### src/rtl/alu_issuer_pkg.sv
// ---------------------------------------------------------------------------
// alu_issuer_pkg
// Shared definitions for the ALU command issuer:
//   - opcode encodings used on cmd_inst / rsp_inst
//   - issuer FSM state type
//   - width of one buffered command entry {inst, x, y, sel}
// ---------------------------------------------------------------------------
package alu_issuer_pkg;

    localparam int OPC_W = 2;

    localparam logic [OPC_W-1:0] OP_ADD  = 2'b00;
    localparam logic [OPC_W-1:0] OP_MUL  = 2'b01;
    localparam logic [OPC_W-1:0] OP_COMP = 2'b10;
    localparam logic [OPC_W-1:0] OP_MUX  = 2'b11;

    typedef enum logic [1:0] {
        ST_IDLE = 2'b00,
        ST_EXEC = 2'b01,
        ST_RESP = 2'b10
    } issuer_state_e;

    // One command entry: opcode + two operands + mux select.
    function automatic int cmd_entry_width(input int dwidth);
        return OPC_W + 2 * dwidth + 1;
    endfunction

endpackage

### src/rtl/alu_cmd_fifo.sv
// ---------------------------------------------------------------------------
// alu_cmd_fifo
// Synchronous command FIFO. Push is ignored when full, pop is ignored when
// empty; a simultaneous push and pop leaves the occupancy unchanged. The head
// entry is presented combinationally on rdata_o.
// Parameters:
//   ENTRY_W    - entry width in bits
//   FIFO_DEPTH - number of entries (power of two, >= 2)
// Ports:
//   clk, rst_n - clock, asynchronous active-low reset (empties the FIFO)
//   push_i     - write wdata_i at the tail
//   wdata_i    - entry to write
//   pop_i      - drop the head entry
//   rdata_o    - head entry
//   full_o     - occupancy == FIFO_DEPTH
//   empty_o    - occupancy == 0
//   count_o    - current occupancy
// ---------------------------------------------------------------------------
module alu_cmd_fifo #(
    parameter int ENTRY_W    = 11,
    parameter int FIFO_DEPTH = 4,
    localparam int AW = $clog2(FIFO_DEPTH),
    localparam int CW = AW + 1
) (
    input  logic               clk,
    input  logic               rst_n,
    input  logic               push_i,
    input  logic [ENTRY_W-1:0] wdata_i,
    input  logic               pop_i,
    output logic [ENTRY_W-1:0] rdata_o,
    output logic               full_o,
    output logic               empty_o,
    output logic [CW-1:0]      count_o
);

    localparam logic [AW:0]   PTR_ONE  = {{AW{1'b0}}, 1'b1};
    localparam logic [CW-1:0] FULL_CNT = CW'(FIFO_DEPTH);

    logic [ENTRY_W-1:0] mem_q [FIFO_DEPTH];
    logic [AW:0]        wr_ptr_q;
    logic [AW:0]        rd_ptr_q;
    logic [CW-1:0]      count_s;
    logic               push_ok_s;
    logic               pop_ok_s;

    // Pointers carry one extra wrap bit, so their difference is the occupancy.
    assign count_s   = wr_ptr_q - rd_ptr_q;
    assign full_o    = (count_s == FULL_CNT);
    assign empty_o   = (count_s == {CW{1'b0}});
    assign count_o   = count_s;
    assign push_ok_s = push_i & ~full_o;
    assign pop_ok_s  = pop_i & ~empty_o;
    assign rdata_o   = mem_q[rd_ptr_q[AW-1:0]];

    // Storage and pointer update.
    always_ff @(posedge clk or negedge rst_n) begin
        if (!rst_n) begin
            wr_ptr_q <= {(AW+1){1'b0}};
            rd_ptr_q <= {(AW+1){1'b0}};
            for (int i = 0; i < FIFO_DEPTH; i++) begin
                mem_q[i] <= {ENTRY_W{1'b0}};
            end
        end else begin
            if (push_ok_s) begin
                mem_q[wr_ptr_q[AW-1:0]] <= wdata_i;
                wr_ptr_q                <= wr_ptr_q + PTR_ONE;
            end
            if (pop_ok_s) begin
                rd_ptr_q <= rd_ptr_q + PTR_ONE;
            end
        end
    end

endmodule

### src/rtl/alu_cmd_issuer.sv
// ---------------------------------------------------------------------------
// alu_cmd_issuer
// Command front-end for the two-operand operation unit (ADD, MUL, COMP, MUX).
// Commands are accepted over cmd_valid/cmd_ready into a FIFO, executed one at
// a time and returned in order as a registered, opcode-tagged response over
// rsp_valid/rsp_ready.
// Build option:
//   ALU_ISSUER_SIGNED_COMP_EN - when defined COMP compares x and y as
//                               two's-complement; otherwise unsigned.
// Parameters:
//   DWIDTH     - operand width (>= 2)
//   FIFO_DEPTH - command FIFO entries (power of two, >= 2)
// Ports:
//   clk, rst_n               - clock, asynchronous active-low reset
//   cmd_valid / cmd_ready    - command handshake (cmd_ready = not full)
//   cmd_inst, cmd_x, cmd_y,
//   cmd_sel                  - opcode, operands, mux select
//   rsp_valid / rsp_ready    - response handshake
//   rsp_inst, rsp_data,
//   rsp_flag                 - opcode tag, 2*DWIDTH result, flag bit
//   busy                     - FIFO non-empty or an operation in flight
// ---------------------------------------------------------------------------
module alu_cmd_issuer
    import alu_issuer_pkg::*;
#(
    parameter int DWIDTH     = 4,
    parameter int FIFO_DEPTH = 4
) (
    input  logic                clk,
    input  logic                rst_n,
    input  logic                cmd_valid,
    output logic                cmd_ready,
    input  logic [1:0]          cmd_inst,
    input  logic [DWIDTH-1:0]   cmd_x,
    input  logic [DWIDTH-1:0]   cmd_y,
    input  logic                cmd_sel,
    output logic                rsp_valid,
    input  logic                rsp_ready,
    output logic [1:0]          rsp_inst,
    output logic [2*DWIDTH-1:0] rsp_data,
    output logic                rsp_flag,
    output logic                busy
);

    localparam int ENTRY_W = cmd_entry_width(DWIDTH);
    localparam int CW      = $clog2(FIFO_DEPTH) + 1;

    // FIFO interface
    logic [ENTRY_W-1:0] fifo_wdata_s;
    logic [ENTRY_W-1:0] fifo_rdata_s;
    logic               fifo_push_s;
    logic               fifo_pop_s;
    logic               fifo_full_s;
    logic               fifo_empty_s;
    logic [CW-1:0]      fifo_count_s;

    // Head entry fields
    logic [1:0]         head_inst_s;
    logic [DWIDTH-1:0]  head_x_s;
    logic [DWIDTH-1:0]  head_y_s;
    logic               head_sel_s;

    // FSM, operand and response registers
    issuer_state_e       state_q;
    logic [1:0]          op_inst_q;
    logic [DWIDTH-1:0]   op_x_q;
    logic [DWIDTH-1:0]   op_y_q;
    logic                op_sel_q;
    logic                rsp_valid_q;
    logic [1:0]          rsp_inst_q;
    logic [2*DWIDTH-1:0] rsp_data_q;
    logic                rsp_flag_q;

    // Datapath
    logic [DWIDTH:0]     sum_s;
    logic [2*DWIDTH-1:0] prod_s;
    logic [2*DWIDTH-1:0] rsp_data_d;
    logic                rsp_flag_d;

    // Held low during reset so no command is seen as accepted then.
    assign cmd_ready    = rst_n & ~fifo_full_s;
    assign fifo_push_s  = cmd_valid & cmd_ready;
    assign fifo_wdata_s = {cmd_inst, cmd_x, cmd_y, cmd_sel};

    alu_cmd_fifo #(
        .ENTRY_W    (ENTRY_W),
        .FIFO_DEPTH (FIFO_DEPTH)
    ) u_fifo (
        .clk     (clk),
        .rst_n   (rst_n),
        .push_i  (fifo_push_s),
        .wdata_i (fifo_wdata_s),
        .pop_i   (fifo_pop_s),
        .rdata_o (fifo_rdata_s),
        .full_o  (fifo_full_s),
        .empty_o (fifo_empty_s),
        .count_o (fifo_count_s)
    );

    assign head_inst_s = fifo_rdata_s[ENTRY_W-1 -: 2];
    assign head_x_s    = fifo_rdata_s[DWIDTH+1 +: DWIDTH];
    assign head_y_s    = fifo_rdata_s[1 +: DWIDTH];
    assign head_sel_s  = fifo_rdata_s[0];

    // Pop from IDLE whenever work is queued, or from RESP on the accepting
    // edge so back-to-back results need only two cycles each.
    always_comb begin
        fifo_pop_s = 1'b0;
        case (state_q)
            ST_IDLE: fifo_pop_s = ~fifo_empty_s;
            ST_RESP: fifo_pop_s = rsp_ready & ~fifo_empty_s;
            default: fifo_pop_s = 1'b0;
        endcase
    end

    assign sum_s  = {1'b0, op_x_q} + {1'b0, op_y_q};
    assign prod_s = {{DWIDTH{1'b0}}, op_x_q} * {{DWIDTH{1'b0}}, op_y_q};

    // Result evaluation from the operand registers; unused upper bits stay 0.
    always_comb begin
        rsp_data_d = {(2*DWIDTH){1'b0}};
        rsp_flag_d = 1'b0;
        case (op_inst_q)
            OP_ADD: begin
                rsp_data_d = {{DWIDTH{1'b0}}, sum_s[DWIDTH-1:0]};
                rsp_flag_d = sum_s[DWIDTH];
            end
            OP_MUL: begin
                rsp_data_d = prod_s;
                rsp_flag_d = 1'b0;
            end
            OP_COMP: begin
                rsp_data_d = {(2*DWIDTH){1'b0}};
`ifdef ALU_ISSUER_SIGNED_COMP_EN
                rsp_flag_d = ($signed(op_x_q) >= $signed(op_y_q));
`else
                rsp_flag_d = (op_x_q >= op_y_q);
`endif
            end
            OP_MUX: begin
                rsp_data_d = {{DWIDTH{1'b0}}, (op_sel_q ? op_x_q : op_y_q)};
                rsp_flag_d = op_sel_q;
            end
            default: begin
                rsp_data_d = {(2*DWIDTH){1'b0}};
                rsp_flag_d = 1'b0;
            end
        endcase
    end

    // Issuer FSM with operand capture and registered response.
    always_ff @(posedge clk or negedge rst_n) begin
        if (!rst_n) begin
            state_q     <= ST_IDLE;
            op_inst_q   <= 2'b00;
            op_x_q      <= {DWIDTH{1'b0}};
            op_y_q      <= {DWIDTH{1'b0}};
            op_sel_q    <= 1'b0;
            rsp_valid_q <= 1'b0;
            rsp_inst_q  <= 2'b00;
            rsp_data_q  <= {(2*DWIDTH){1'b0}};
            rsp_flag_q  <= 1'b0;
        end else begin
            case (state_q)
                ST_IDLE: begin
                    if (fifo_pop_s) begin
                        op_inst_q <= head_inst_s;
                        op_x_q    <= head_x_s;
                        op_y_q    <= head_y_s;
                        op_sel_q  <= head_sel_s;
                        state_q   <= ST_EXEC;
                    end
                end
                ST_EXEC: begin
                    rsp_valid_q <= 1'b1;
                    rsp_inst_q  <= op_inst_q;
                    rsp_data_q  <= rsp_data_d;
                    rsp_flag_q  <= rsp_flag_d;
                    state_q     <= ST_RESP;
                end
                ST_RESP: begin
                    // rsp_* stay frozen until the consumer takes them.
                    if (rsp_ready) begin
                        rsp_valid_q <= 1'b0;
                        if (fifo_pop_s) begin
                            op_inst_q <= head_inst_s;
                            op_x_q    <= head_x_s;
                            op_y_q    <= head_y_s;
                            op_sel_q  <= head_sel_s;
                            state_q   <= ST_EXEC;
                        end else begin
                            state_q   <= ST_IDLE;
                        end
                    end
                end
                default: begin
                    rsp_valid_q <= 1'b0;
                    state_q     <= ST_IDLE;
                end
            endcase
        end
    end

    assign rsp_valid = rsp_valid_q;
    assign rsp_inst  = rsp_inst_q;
    assign rsp_data  = rsp_data_q;
    assign rsp_flag  = rsp_flag_q;
    assign busy      = (fifo_count_s != {CW{1'b0}}) | (state_q != ST_IDLE);

endmodule

### config.mk
export PLATFORM = sky130hd
export DESIGN_NAME = alu_cmd_issuer
export DESIGN_NICKNAME = d
export VERILOG_FILES = /design/src/rtl/alu_issuer_pkg.sv /design/src/rtl/alu_cmd_fifo.sv /design/src/rtl/alu_cmd_issuer.sv
export SDC_FILE = /design/constraint.sdc
export NUM_CORES = 1
export LEC_CHECK = 0
export ABC_AREA = 1
export CAP_MARGIN = 20
export CORE_UTILIZATION = 57
export DETAILED_ROUTE_END_ITERATION = 12
export PLACE_DENSITY_LB_ADDON = 0.08
export REMOVE_ABC_BUFFERS = 1
export SLEW_MARGIN = 20
export SYNTH_ARGS = -nofsm -noshare
export SYNTH_HDL_FRONTEND = slang
export SYNTH_HIERARCHICAL = 1
export SYNTH_SLANG_ARGS = --single-unit
### constraint.sdc
create_clock -name clk -period 3.3 [get_ports clk]
set_input_delay 0.66 -clock clk [delete_from_list [all_inputs] [get_ports clk]]
set_output_delay 0.66 -clock clk [all_outputs]
set_load 0.05 [all_outputs]
# --- Yosys cells after proc, flatten, opt, wreduce, memory -nomap -nowiden ---
# Index checks and enable logic that the tools add are counted.
word_totals:
  register_bits: 75
  latchBits: 0
  mem_bits_rw: 0
  romBits: 0
  in_bits: 15
  output_inout_bits: 14
  word_cells: 81
  n_memories: 0
op_classes:
  addsub: 4
  n_mul: 1
  div_mod_pow: 0
  magnitude_cmp: 4
  eq_ne: 8
  shift: 0
  mux: 28
  bitwise_logic: 11
  n_reduce_logical: 10
op_table:
  columns: ["cell", "n"]
  rows:
  - ["44-bit bitwise mux", 1]
  - ["11-bit 2-to-1 mux", 3]
  - ["8-bit one-hot mux with 4 select lines", 1]
  - ["11-bit binary-select mux with 2-bit select", 1]
  - ["11-bit demux with 2-bit select", 1]
  - ["4-bit 2-to-1 mux", 5]
  - ["4-bit one-hot mux with 2 select lines", 2]
  - ["4-bit by 4-bit multiplier with 8-bit output", 1]
  - ["2-bit 2-to-1 mux", 4]
  - ["3-bit by 1-bit adder with 3-bit output, second input constant", 2]
  - ["2-bit equality test, second input constant", 3]
  - ["3-bit greater-or-equal comparator, second input constant", 2]
  - ["2-bit NOT with 3-bit output", 2]
  - ["2-bit one-hot mux with 3 select lines", 1]
  - ["2-bit AND reduction", 3]
  - ["4-bit by 4-bit adder with 5-bit output", 1]
  - ["1-bit bitwise AND", 5]
  - ["2-bit by 1-bit equality test with 1-bit output, second input constant", 2]
  - ["4-bit greater-or-equal comparator", 1]
  - ["2-bit logical NOT", 2]
  - ["1-bit 2-to-1 mux", 4]
  - ["1-bit one-hot mux with 2 select lines", 2]
  - ["1-bit one-hot mux with 4 select lines", 1]
  - ["2-bit one-hot mux with 2 select lines", 1]
  - ["other kinds (12)", 15]

# --- Logic depth before layout (Yosys ltp) ---
logic_depth:
  depth_word: 8
  mapped_depth: 17
  depth_no_buf: 14

# --- By module ---
# The synthesis kept the hierarchy.
modules_own_cells:
  columns: ["mod", "n_inst", "cells_per_inst", "area_each_um2", "seq_area_each_um2"]
  rows:
  - ["alu_cmd_fifo", 1, 319, 2560.0, 1251.2]
  - ["alu_cmd_issuer", 1, 237, 1826.8, 625.6]

# --- Worst setup path before layout ---
# OpenSTA, ideal clock, no wires.
synth_path:
  path_kind: "reg-to-output"
  start: "register u_fifo.wr_ptr_q[0]"
  end: "output port cmd_ready"
  arrival_ns: 2.368
  required_time_ns: 2.640
  setup_slack_ns: 0.272
  path_stages_with_launch: 13
  path_buffers: 2
  path_cell_list: "dfrtp_1 -> inv_1 -> ha_1 -> fa_1 -> inv_1 -> nand2_1 -> nand2_1 -> nand2_1 -> nand3_2 -> buf_6 -> buf_6 -> inv_1 -> nor2_1"
synth_between:
  elab_chain_len: 4
synth_lines:
  columns: ["item", "line_no", "rtl"]
  rows:
  - ["start: declaration", "alu_cmd_fifo.sv:40", "logic [AW:0] wr_ptr_q;"]
  - ["start signal: assignment", "alu_cmd_fifo.sv:58", "wr_ptr_q <= {(AW+1){1'b0}};"]
  - ["start signal: assignment", "alu_cmd_fifo.sv:66", "wr_ptr_q <= wr_ptr_q + PTR_ONE;"]
  - ["3-bit subtractor", "alu_cmd_fifo.sv:47", "assign count_s = wr_ptr_q - rd_ptr_q;"]
  - ["3-bit equality test", "alu_cmd_fifo.sv:48", "assign full_o = (count_s == FULL_CNT);"]
  - ["via fifo_full_s", "alu_cmd_issuer.sv:53", "logic fifo_full_s;"]
  - ["1-bit NOT", "alu_cmd_issuer.sv:81", "assign cmd_ready = rst_n & ~fifo_full_s;"]
  - ["1-bit bitwise AND", "alu_cmd_issuer.sv:81", null]
  - ["end: declaration", "alu_cmd_issuer.sv:32", "output logic cmd_ready,"]
# The timed path passes the listed nets, and every way through them passes these cells.

# --- Worst setup path in the final report ---
layout_path:
  start: "register u_fifo.wr_ptr_q[0]"
  end: "register u_fifo/mem_q[19] (netlist bit)"
layout_between:
  elab_chain_len: 6
  word_cells_on_any_way: 13
  classes_between: "1 x add/sub; 2 x order compare; 1 x eq/ne; 3 x mux; 5 x bitwise; 1 x reduce/logical"
layout_lines:
  columns: ["item", "line_no", "rtl"]
  rows:
  - ["3-bit subtractor", "alu_cmd_fifo.sv:47", null]
  - ["3-bit equality test", "alu_cmd_fifo.sv:48", null]
  - ["via fifo_full_s", "alu_cmd_issuer.sv:53", null]
  - ["1-bit NOT", "alu_cmd_issuer.sv:81", null]
  - ["1-bit bitwise AND", "alu_cmd_issuer.sv:81", null]
  - ["1-bit bitwise AND", "alu_cmd_issuer.sv:82", "assign fifo_push_s = cmd_valid & cmd_ready;"]
  - ["via fifo_push_s", "alu_cmd_issuer.sv:51", "logic fifo_push_s;"]
  - ["1-bit bitwise AND", "alu_cmd_fifo.sv:51", "assign push_ok_s = push_i & ~full_o;"]
  - ["end signal: indexed assignment", "alu_cmd_fifo.sv:61", "mem_q[i] <= {ENTRY_W{1'b0}};"]
  - ["end signal: indexed assignment", "alu_cmd_fifo.sv:65", "mem_q[wr_ptr_q[AW-1:0]] <= wdata_i;"]
  - ["end: declaration", "alu_cmd_fifo.sv:39", "logic [ENTRY_W-1:0] mem_q [FIFO_DEPTH];"]
# The timed path passes the listed nets, and every way through them passes these cells.
# A chain may end at the register's enable or synchronous reset.

==> run_results.csv <==
group,metric,value,unit
route,dr.pass1.iters,4,
timing,hold_viol,0,
worst_setup_path,critPathMaxFanout,52,
placed_design,hpwlAfterDp,6671,um
synth,synthArstFlopShare,100.0,%
floorplanning,rows,31,
final_layout,area_growth,10.41,%
floorplanning,die_area,0.008051,mm^2
cts,cts_max_path_buffers,2,
route,avgViaCountPerCell,5.466,
placed_design,port_buffers,28,
synth,ys.flop_type,"dfrtp_1",
synth,avgSynthCellArea,7.890,um^2
cts,clkSlewWorstSetupHoldPaths,0.08,ns
route,drt_iter0_markers,189,
global_route,overflow,0,
power_and_ir_drop,comb_power_share,55.2,%
route,drc_errors,0,
synth,synth_most_common_cell,"nand2_1",
timing,clock_skew,0.01253,ns
cts,clock_latency,0.35,ns
timing,maxSlewViolCount,0,
global_route,grt_start_max_net_pins,76,
timing,rsz0062_at_grt,"no",
synth,synth_cell_types,29,
worst_setup_path,crit_buf_inv,4,
timing,worst_pin_slew,0.9446,ns
placed_design,gp_congestion,0.9117,
timing,min_period_over_period,88.48,%
synth,yosys.area.top_type,"dfrtp_1",
synth,ys_seq_area_share,42.78,%
worst_setup_path,cp_top_family,"simple AND/OR/NAND/NOR gates",
worst_setup_path,slowest_delay,0.48,ns
synth,synth_area_leaders,"dfrtp_1 43%, nand2_1 15%, ha_1 7.4%",
floorplanning,die_x,89.73,um
timing,max_freq,0.3425,GHz
route,wl_per_cell,14.66,um
floorplanning,core,0.007331,mm^2
synth,synthesis.area,0.004387,mm^2
global_route,antenna_found_initial,0,
cts,ctsHoldBuffers,0,
route,ant_nets,0,
cts,cts_max_level,3,
cts,cts_tree,"done",
cts,cts_buffers,9,
worst_setup_path,worstSetupStartpointType,"register",
synth,synth_commonest_cells,"177 x nand2_1, 75 x dfrtp_1, 52 x inv_1",
floorplanning,start_util,59.84,%
worst_setup_path,worstSetupEndpointType,"register",
route,drt-total-wl,9909,um
worst_setup_path,path_cells,"inv_1, ha_1, fa_1, inv_1, nand2_1, nand2_1, nand2_1, nand3_2, inv_1, nor3b_2, buf_12, nand3_1, nand2_1, nand2_1",
power_and_ir_drop,p_int,2.508,mW
cts,clkSinkCount,75,
floorplanning,die_h,89.73,um
global_route,grt_usage,26.84,%
power_and_ir_drop,p_leak,2.542,nW
final_layout,drive_gt1_share,7.106,%
worst_hold_path,hold_path_class,"reg2reg",
status,outcome,"finished, final reports clean",
global_route,grt_pass1_vias,3765,
route,via_count,3695,
timing,maxSlewHeadroom,37.03,%
worst_setup_path,arrival,3.15,ns
global_route,grt_pass1_wl,17280,um
run,maxCapViolations,0,
final_layout,fin_area,0.004843,mm^2
worst_setup_path,cpMostUsedCell,"nand2_1",
timing,setup_violations,0,
synth,ys_warn_count,6,
power_and_ir_drop,power.switching,2.545,mW
power_and_ir_drop,power_density,1043,mW/mm^2
worst_setup_path,worstPathRequired,3.53,ns
floorplanning,io_pins,29,
worst_setup_path,critPathKind,"reg2reg",
synth,syn_inst,556,
power_and_ir_drop,irDropWorstVdd,0.0006210,V
power_and_ir_drop,p_seq_share,32.4,%
timing,tns,0,ns
cts,root_buffer,"clkbuf_8",
synth,netlist.area_leader.share,42.78,%
cts,cts_setup_buffers,0,
synth,synth_seq_cells,75,
timing,fin_crit,2.920,ns
power_and_ir_drop,p_sw_share,50.37,%
synth,synth_edf_count,0,
cts,cts_resized,0,
timing,whs,0.4735,ns
final_layout,n_antenna_cell,0,
power_and_ir_drop,p_clk_share,12.4,%
worst_setup_path,worst_path_max_delay_cell,"nand3_1",
final_layout,nNetsFinal,619,
placed_design,placed_area,0.004674,mm^2
-- worst min-delay path, stage by stage, from the launching register on --
cell     delay (ns)
dfrtp_1        0.34
nand2_1        0.05
nand2_1        0.05
-- kinds of logic (layout without fill, tap and decap cells) --
logic type      count (synthesis)  after routing  synth area share (%)
simple gates                  289            289                 28.55
buf+inv                        84            105                 8.528
flops                          75             75                 42.78
compound gates                 74             74                 9.584
fa+ha+maj                      32             32                 10.15
xor+xnor                        2              2                0.3994
-- sequential cells by signal, summed over array words and instances (netlist names) --
name             flops
state_q              2
u_fifo/rd_ptr_q      3
op_inst_q            2
rsp_data             8
u_fifo/mem_q        44
op_x_q               4
rsp_flag             1
u_fifo/wr_ptr_q      3
rsp_inst             2
op_y_q               4
op_sel_q             1
rsp_valid            1
-- layout by cell type, fill, tap and decap left out, types with 2 or more instances in the layout --
cell / netlist / final
a21oi_1: 13 / 13
buf_4: 4 / 7
clkbuf_8: 0 / 9
clkdlybuf4s50_1: 0 / 25
clkinv_2: 0 / 2
clkinvlp_4: 0 / 3
dfrtp_1: 75 / 75
fa_1: 6 / 6
ha_1: 26 / 26
inv_1: 52 / 52
inv_2: 3 / 3
nand2_1: 177 / 177
nand3_1: 18 / 18
nand3_2: 2 / 2
nand4_1: 46 / 46
nor2_1: 38 / 38
nor3_1: 3 / 3
o21ai_0: 40 / 40
o21ai_2: 9 / 9
o22ai_1: 11 / 11
-- path summary, 6_finish.rpt --
kind,slack (ns),to,cells after the start,start
worst max-delay path,0.38,u_fifo/mem_q[19],14,u_fifo/wr_ptr_q[0]
worst min register to register,0.47,u_fifo/mem_q[32],2,u_fifo/mem_q[32]
max in group asynchronous,2.14,rsp_flag,2,rst_n
worst min-delay path,0.47,u_fifo/mem_q[32],2,u_fifo/mem_q[32]
worst max register to register,0.38,u_fifo/mem_q[19],14,u_fifo/wr_ptr_q[0]
min in group asynchronous,0.52,rsp_data[7],2,rst_n
-- layout make-up --
cell class,instances,area [um^2]
Clock buffer,10,127.6
Clock inverter,6,41.29
Fill cell,645,2487
Inverter,56,210.2
Multi-Input combinational cell,397,2141
Sequential cell,75,1877
Tap cell,99,123.9
Timing Repair Buffer,33,322.8
-- per-layer routing --
metal  share of wire, %  GRT usage [%]  wire [um]  vias up
met2                 50          45.45       4939       98
li1                   -              -          -     1861
met4                1.8          12.98        177        0
met1                 44          33.58       4341     1715
met3                4.6          4.230        451       21
met5                  0              0          0        -
-- power by group through the flow --
| stage | clock, mW | sequential [mW] | combinational [mW] |
|---|---|---|---|
| 2_1_floorplan | 0 | 1.80 | 1.80 |
| 4_1_cts | 0.639 | 1.63 | 2.80 |
| 6_report | 0.627 | 1.64 | 2.79 |
| 3_3_place_gp | 0 | 1.63 | 2.71 |
| 3_5_place_dp | 0 | 1.65 | 2.78 |
| 5_1_grt | 0.681 | 1.69 | 3.16 |
-- per-stage QoR --
stage	setup WS, ns	std cells	total power [mW]	utilization [%]
5_1_grt	0.09513	676	5.530	66.07
2_1_floorplan	-2.891	528	3.595	-
3_3_place_gp	0.5144	660	4.346	63.77
6_report	0.3802	676	5.053	66.07
3_5_place_dp	0.4193	660	4.431	63.77
4_1_cts	0.3985	676	5.068	66.07
No activity file was read; power rests on OpenSTA's default activity.
